<file path="src/rtl/quiz_buzz_ctrl.sv">
// Four-player quiz buzzer controller: key conditioning, first-press arbitration,
// BCD seconds countdown, foul detection and a fixed-length beep pulse.
module quiz_buzz_ctrl #(
   parameter int T1S         = 50000000,
   parameter int COUNT_SECS  = 30,
   parameter int BEEP_CYCLES = 25000000
) (
   input  logic       CLK,
   input  logic       RSTn,
   input  logic       Key_Start,
   input  logic       Key_Clear,
   input  logic [3:0] Key_Player,
   output logic [3:0] Player_Number,
   output logic [3:0] TimerH,
   output logic [3:0] TimerL,
   output logic       Foul_Out,
   output logic       Buzzer_Out
);

   localparam int PRE_W  = (T1S > 1) ? $clog2(T1S) : 1;
   localparam int BEEP_W = $clog2(BEEP_CYCLES + 1);

   localparam logic [PRE_W-1:0]  PRE_MAX   = PRE_W'(T1S - 1);
   localparam logic [BEEP_W-1:0] BEEP_LOAD = BEEP_W'(BEEP_CYCLES);
   localparam logic [3:0]        INIT_H    = 4'(COUNT_SECS / 10);
   localparam logic [3:0]        INIT_L    = 4'(COUNT_SECS % 10);
   localparam logic [3:0]        BLANK     = 4'd10;

   typedef enum logic [2:0] {
      IDLE,
      ARMED,
      LOCKED,
      TIMEOUT,
      FOUL
   } state_t;

   // Key conditioning: {clear, start, player[3:0]}, all active-low at the pins.
   logic [5:0] key_meta_q, key_sync_q, key_prev_q;
   logic [5:0] press_q;

   // NOTE: asynchronous active-low reset; every sequential assignment is
   // non-blocking so all flops sample the same pre-edge values.
   always_ff @(posedge CLK or negedge RSTn) begin
      if (!RSTn) begin
         key_meta_q <= '1;
         key_sync_q <= '1;
         key_prev_q <= '1;
         press_q    <= '0;
      end else begin
         key_meta_q <= {Key_Clear, Key_Start, Key_Player};
         key_sync_q <= key_meta_q;
         key_prev_q <= key_sync_q;
         press_q    <= key_prev_q & ~key_sync_q;
      end
   end

   logic       clr_ev, start_ev;
   logic [3:0] ply_ev;

   assign clr_ev   = press_q[5];
   assign start_ev = press_q[4];
   assign ply_ev   = press_q[3:0];

   // Lowest index wins when several players press in the same cycle.
   function automatic logic [3:0] first_player(input logic [3:0] ev);
      if (ev[0])      return 4'd1;
      else if (ev[1]) return 4'd2;
      else if (ev[2]) return 4'd3;
      else if (ev[3]) return 4'd4;
      else            return BLANK;
   endfunction

   state_t              state_q;
   logic [PRE_W-1:0]    pre_q;
   logic [BEEP_W-1:0]   beep_cnt_q;
   logic [3:0]          tmr_h_q, tmr_l_q, player_q;
   logic                foul_q, buzzer_q;

   logic       tick, last_sec, enter_beep;
   logic [3:0] tmr_h_d, tmr_l_d;

   // NOTE: every combinational output gets a default first, so no latch is inferred.
   always_comb begin
      tmr_h_d    = tmr_h_q;
      tmr_l_d    = tmr_l_q - 4'd1;
      if (tmr_l_q == 4'd0) begin
         tmr_h_d = tmr_h_q - 4'd1;
         tmr_l_d = 4'd9;
      end
      tick       = (state_q == ARMED) && (pre_q == PRE_MAX);
      last_sec   = ({tmr_h_q, tmr_l_q} == 8'h01);
      enter_beep = !clr_ev &&
                   (((state_q == IDLE) && |ply_ev) ||
                    ((state_q == ARMED) && (|ply_ev || (tick && last_sec))));
   end

   always_ff @(posedge CLK or negedge RSTn) begin
      if (!RSTn) begin
         state_q    <= IDLE;
         pre_q      <= '0;
         beep_cnt_q <= '0;
         tmr_h_q    <= INIT_H;
         tmr_l_q    <= INIT_L;
         player_q   <= BLANK;
         foul_q     <= 1'b0;
         buzzer_q   <= 1'b0;
      end else if (clr_ev) begin
         state_q    <= IDLE;
         pre_q      <= '0;
         beep_cnt_q <= '0;
         tmr_h_q    <= INIT_H;
         tmr_l_q    <= INIT_L;
         player_q   <= BLANK;
         foul_q     <= 1'b0;
         buzzer_q   <= 1'b0;
      end else begin
         if (beep_cnt_q != '0) begin
            beep_cnt_q <= beep_cnt_q - BEEP_W'(1);
            buzzer_q   <= (beep_cnt_q > BEEP_W'(1));
         end
         // A running beep is never restarted by a later entry.
         if (enter_beep && (beep_cnt_q == '0)) begin
            beep_cnt_q <= BEEP_LOAD;
            buzzer_q   <= 1'b1;
         end

         case (state_q)
            IDLE: begin
               if (|ply_ev) begin
                  state_q  <= FOUL;
                  player_q <= first_player(ply_ev);
                  foul_q   <= 1'b1;
               end else if (start_ev) begin
                  state_q <= ARMED;
                  pre_q   <= '0;
                  tmr_h_q <= INIT_H;
                  tmr_l_q <= INIT_L;
               end
            end
            ARMED: begin
               if (|ply_ev) begin
                  state_q  <= LOCKED;
                  player_q <= first_player(ply_ev);
               end else if (tick) begin
                  pre_q <= '0;
                  if (last_sec) begin
                     state_q <= TIMEOUT;
                     tmr_h_q <= 4'd0;
                     tmr_l_q <= 4'd0;
                  end else begin
                     tmr_h_q <= tmr_h_d;
                     tmr_l_q <= tmr_l_d;
                  end
               end else begin
                  pre_q <= pre_q + PRE_W'(1);
               end
            end
            default: ;
         endcase
      end
   end

   assign Player_Number = player_q;
   assign TimerH        = tmr_h_q;
   assign TimerL        = tmr_l_q;
   assign Foul_Out      = foul_q;
   assign Buzzer_Out    = buzzer_q;

endmodule

</file>
<file path="config.mk">
export PLATFORM = sky130hd
export DESIGN_NAME = quiz_buzz_ctrl
export DESIGN_NICKNAME = d
export VERILOG_FILES = /design/src/rtl/quiz_buzz_ctrl.sv
export SDC_FILE = /design/constraint.sdc
export NUM_CORES = 1
export LEC_CHECK = 0
export ABC_AREA = 1
export ABC_CLOCK_PERIOD_IN_PS = 1900
export CORE_AREA = 2 2 98 100
export DETAILED_ROUTE_END_ITERATION = 6
export DIE_AREA = 0 0 100 102
export PLACE_DENSITY = 0.78
export SLEW_MARGIN = 20
export SYNTH_ARGS = -nofsm -noshare
export SYNTH_HDL_FRONTEND = slang
export SYNTH_SLANG_ARGS = --single-unit
</file>
<file path="constraint.sdc">
create_clock -name CLK -period 1.9 [get_ports CLK]
set_input_delay 0.285 -clock CLK [delete_from_list [all_inputs] [get_ports CLK]]
set_output_delay 0.285 -clock CLK [all_outputs]
set_load 0.03 [all_outputs]
</file>
After elaboration in Yosys (flattened, before gate mapping)
Cells that the tools add are included.
Widths: inputs -> output; s select.
- $add $sub $neg: 4
- magnitude comparators: 1
- equality and inequality tests: 11
- muxes and demuxes: 45
- bitwise operators: 2
- reduce and logical (&&, ||, !) cells: 26
- operators with widths (cell ; number):
    $mux 26 ; 5
    $mux 4 ; 21
    $mux 25 ; 3
    $pmux 26 s2 ; 1
    $add 26x1->26 const B ; 1
    $eq 26x26->1 const B ; 1
    $gt 25x1->1 const B ; 1
    $logic_not 25->1 ; 1
    $reduce_bool 25->1 ; 1
    $sub 25x1->25 const B ; 1
    $mux 3 ; 6
    $pmux 4 s2 ; 2
    $ne 3x3->1 const B ; 4
    $ne 4x3->1 const B ; 3
    $eq 8x1->1 const B ; 1
    $reduce_and 4->1 ; 2
    $sub 4x1->4 const B ; 2
    $and 6x6->6 ; 1
    $logic_and 1x1->1 ; 6
    $mux 1 ; 6
    $not 6->6 ; 1
    $pmux 3 s2 ; 1
    $reduce_and 6->1 ; 1
    $reduce_bool 2->1 ; 3
    other kinds (11) ; 14
- flip-flop bits (word level): 92
- input bits: 8
- word-level logic and storage cells: 101

Logic depth before layout (Yosys ltp)
Gate-level depths: netlist of the first run.
- word-level depth: 10
- gate-level depth with buffers: 12
- depth with buffers taken out: 12

Worst setup path after synthesis of the first run
OpenSTA, ideal clock, no wires.
- path kind: reg-to-reg
- start point: register tmr_h_q[0] (netlist: TimerH[0])
- end point: register tmr_h_q[2] (netlist: TimerH[2])
- library setup time: 0.126 ns
- data arrival time: 1.634 ns
- required time: 1.774 ns
- slack: 0.140 ns
- cell stages (with the launch flop): 11
- period minus slack after synthesis: 1.760 ns
- cell sequence: dfstp_2 inv_1 ha_1 inv_1 nor2_1 nand3_1 nand2_1 nor2_1 nor2_4 nand2_1 o21ai_0
- word-level cells in the longest chain between the ends: 7
- elaborated cells between the ends (all ways): 10
- those cells by class: add/sub (1); eq/ne (2); mux (6); reduce/logical (1)
- RTL lines (element ; RTL line ; RTL):
    from (decl) ; 76 ; logic [3:0] tmr_h_q, tmr_l_q, player_q;
    from (signal assigned) ; 151 ; tmr_h_q <= tmr_h_d;
    $sub 4x1->4 ; 87 ; tmr_h_d = tmr_h_q - 4'd1;
    $mux 4 ; 86 ; if (tmr_l_q == 4'd0) begin
    $mux 4 ; 146 ; if (last_sec) begin
    $mux 4 ; 144 ; end else if (tick) begin
    $mux 4 ; 141 ; if (|ply_ev) begin
    $pmux 4 s2 ; 127 ; case (state_q)
    $mux 4 ; 107 ; end else if (clr_ev) begin
Several ways; a longest one is shown, not always the timed one. The select of a mux whose other input is x is not followed.
A chain may end at the register's enable or synchronous reset.

Worst setup path in the final report of the first run
- start point: register tmr_h_q[1] (netlist: TimerH[1])
- end point: output TimerH[1]
- RTL lines (element ; RTL line ; RTL):
    to (decl) ; 14 ; output logic [3:0] TimerH,
No word-level cell between the ends.

==> results of run 1 <==
metrics by stage:
step / hold slack, ps / setup WS (ps)
after global placement: 187.0 / 121.6
after CTS: 306.6 / 22.84
after floorplan: -10.59 / 139.8
after global routing: 290.1 / -38.76
after detailed placement: 187.8 / 70.43
final: 312.3 / 42.23
worst max-delay path by stage:
stage | slack, ps | startpoint | depth (start not counted) | to
detailed placement | 70 | TimerH[0] | 12 | beep_cnt_q[19]
CTS | 20 | Player_Number[3] | 1 | Player_Number[3]
global route | -40 | TimerL[1] | 12 | beep_cnt_q[19]
finish | 40 | TimerH[1] | 1 | TimerH[1]
floorplan | 140 | TimerH[0] | 10 | TimerH[2]
global placement | 120 | TimerH[0] | 12 | beep_cnt_q[15]
cells in the mapped netlist, drive strengths merged:
library cell	n	area share [%]
o21bai	2	0.31
and2	1	0.13
o21ai	30	3.1
clkbuf	2	0.15
or2	1	0.13
o311ai	1	0.18
nand4	12	1.5
nor2	131	11
a21o	1	0.15
clkinv	1	0.077
o211ai	1	0.15
dfstp	22	12
nand3	45	4.7
dfrtp	70	36
nor3b	3	0.46
xnor2	8	1.4
nand2	158	13
o41ai	1	0.18
o31ai	1	0.15
nor3	7	0.72
a21oi	13	1.4
buf	9	1.8
nand3b	1	0.15
ha	7	1.8
xor2	21	3.8
o22ai	1	0.13
nor4	2	0.26
inv	69	5.3
worst reg2reg max path, cell delays in order (launching register included):
cell and delay (ps):
dfrtp_1 420, inv_2 90, ha_1 140, inv_1 50, nor2_2 100, nand3_2 110, nor2_1 120, nand3_1 130
nand2_2 130, inv_4 60, nor2_4 180, nor2_1 60, nor2_1 120
report_power, final:
group	total, mW	leakage [nW]	internal [mW]	switching (mW)
registers	2.66	1.17	2.34	0.316
clock network	1.26	0.0943	0.507	0.749
logic	3.39	1.40	1.27	2.12
layout make-up:
class	instances	area [sq um]	share of cell area [%]
Timing Repair Buffer	46	456.7	8.056
Clock buffer	9	123.9	2.185
Clock inverter	7	65.06	1.148
Sequential cell	92	2331	41.12
Tap cell	111	138.9	2.450
Multi-Input combinational cell	448	2288	40.37
Inverter	70	265.3	4.679
state kept, by name (all words and copies together) (netlist names):
name and flops:
pre_q 26, key_sync_q 6, Foul_Out 1, state_q 3, Player_Number 4, TimerH 4, Buzzer_Out 1, key_meta_q 6
key_prev_q 6, beep_cnt_q 25, press_q 6, TimerL 4
metal layers:
layer	global-route usage, %	vias up
met2	34.51	124
met3	3.078	16
met1	28.99	1948
met4	8.641	0
met5	0	-
li1	-	2047
kinds of logic (layout without fill, tap and decap cells):
| kind of cell | after synthesis | in the layout |
|---|---|---|
| AOI/OAI and AO/OA | 51 | 51 |
| xor gates and xnor gates | 29 | 29 |
| adders and majority gates | 7 | 7 |
| buffers and inverters | 81 | 132 |
| DFF | 92 | 92 |
| and+or+nand+nor | 361 | 361 |
repair_timing:
item / CTS / global route
endpoints found under the setup margin: 1 / 46
hold buffers: 1 / 0
cloned: 0 / 1
buffers inserted: 0 / 7
endpoints found under the hold margin: 16 / 0
gates resized for setup: 1 / 28
pin swaps: 0 / 9
==> flow_summary.toml, run 1 <==
[synth]
synth-warning-count = 0
syn_avg_cell_area_sq_um = 7.880
synth_nets = 636
ys_types = 40
synth-compound-area-share_pct = 5.727
synth.cell_area_sq_um = 4893
synth_top_family_by_area = "simple AND/OR/NAND/NOR gates"
synth_cells = 621
synth-simple-area-share_pct = 32.37
synthXorXnorAreaFrac_pct = 5.190
ys_seq_elements = 92
synth_seq_area_share_pct = 47.61
yosys.area_share.adder_pct = 1.790
synth.area.mux_share_pct = 0

[global_routing]
grt_pass1_wl_mm = 17.24
grt_overflow_total = 0
grt_max_degree = 45
grt_pass1_vias = 3765
track_usage_pct = 21.22
antenna_found_initial = 0

[routing]
drt_pass1_iterations = 5
highest_layer = "met4"
vias = 4135
wirelength_mm = 10.66
wl_met2_mm = 5.264
antenna_left = 0
wire_per_inst_microns = 13.61
drtIter0Drc = 280
dr_wl_met3_microns = 505
via_per_inst = 5.281
met1Wirelength_mm = 4.733
drc_errors = 0

[layout]
fin_cells = 783
fillers = 759
syn_to_final_growth_pct = 15.85
final_common_cell = "nand2_1"
antennaDiodeCount = 0
layout_common_cells = "nand2_1, nor2_1, dfrtp_1"
drive_gt1_share_pct = 16.22
fin_nets = 682
design_area_sq_um = 5669
utilization_pct = 62.24

[worst_setup_path]
cp_num_buf_inv = 1
path_delay_family = "buffers and inverters"
cp_cell_sequence = "clkdlybuf4s50_1"
endpoint_kind = "output port"
slowest_stage = "clkdlybuf4s50_1"
path_class = "reg2out"
worstRegToRegCells = 12
rrSetupSlack_ps = 120
r2r_end = "beep_cnt_q[19]"
cpPeakStageDelay_ps = 660
crit_required_ps = 1620
crit_fanout = 2
rr_startpoint = "TimerL[1]"
worst_setup_path_start_kind = "register"
arrival_ps = 1570

[clock_network]
ctsRootBufferMaster = "clkbuf_8"
htreeDepth = 3
cts.sinks = 92
clkSlewWorstSetupHoldPaths_ps = 100
cts_buffers = 9
clk_latency_ps = 370
cts_buffer_depth = 2
cts_tree = "done"

[sta]
finalSetupTns_ps = 0
min_period_ps = 1858
finClkSkew_ps = 16.79
slew_headroom_pct = 69.43
hold_violations = 0
min_period_over_period_pct = 97.78
rsz0062_at_grt = "true"
finalSetupViolCount = 0
slew_violations = 0
max_freq_ghz = 0.5383
tightestPinTransition_ps = 457.6

[floorplan]
dieWidth_microns = 100
rows = 35
ios = 22
die_y_microns = 102
start_util_pct = 53.72
die-area_sq_um = 10200
coreArea_sq_um = 9109

[placed_design]
dp_hpwl_mm = 7.480
port_buffers = 21
dpl-instance-area_sq_um = 5303
placed_cells = 758
gp_congestion = 0.9230

[power]
vdd_ir_drop_max_mv = 0.7550
p_leak_nw = 2.668
finalPower_mw = 7.306
powerDensity_nw_per_um2 = 1289

[worst_hold_path]
min-delay-start = "Key_Player[2]"
whs_path_depth = 1
hold-path-endpoint = "key_meta_q[2]"
min_path_type = "in2reg"

[flow_run]
drv_cap = 0

[outcome]
status = "completed"
Power figures use the tool's default switching activity.
==> inputs of run 2 (changes only) <==
- CTS_CLUSTER_SIZE: not set -> 14
- HOLD_SLACK_MARGIN: not set -> 0.15
==> results of run 2 <==
Final layout, timing and power as in run 1 (identical DEF).
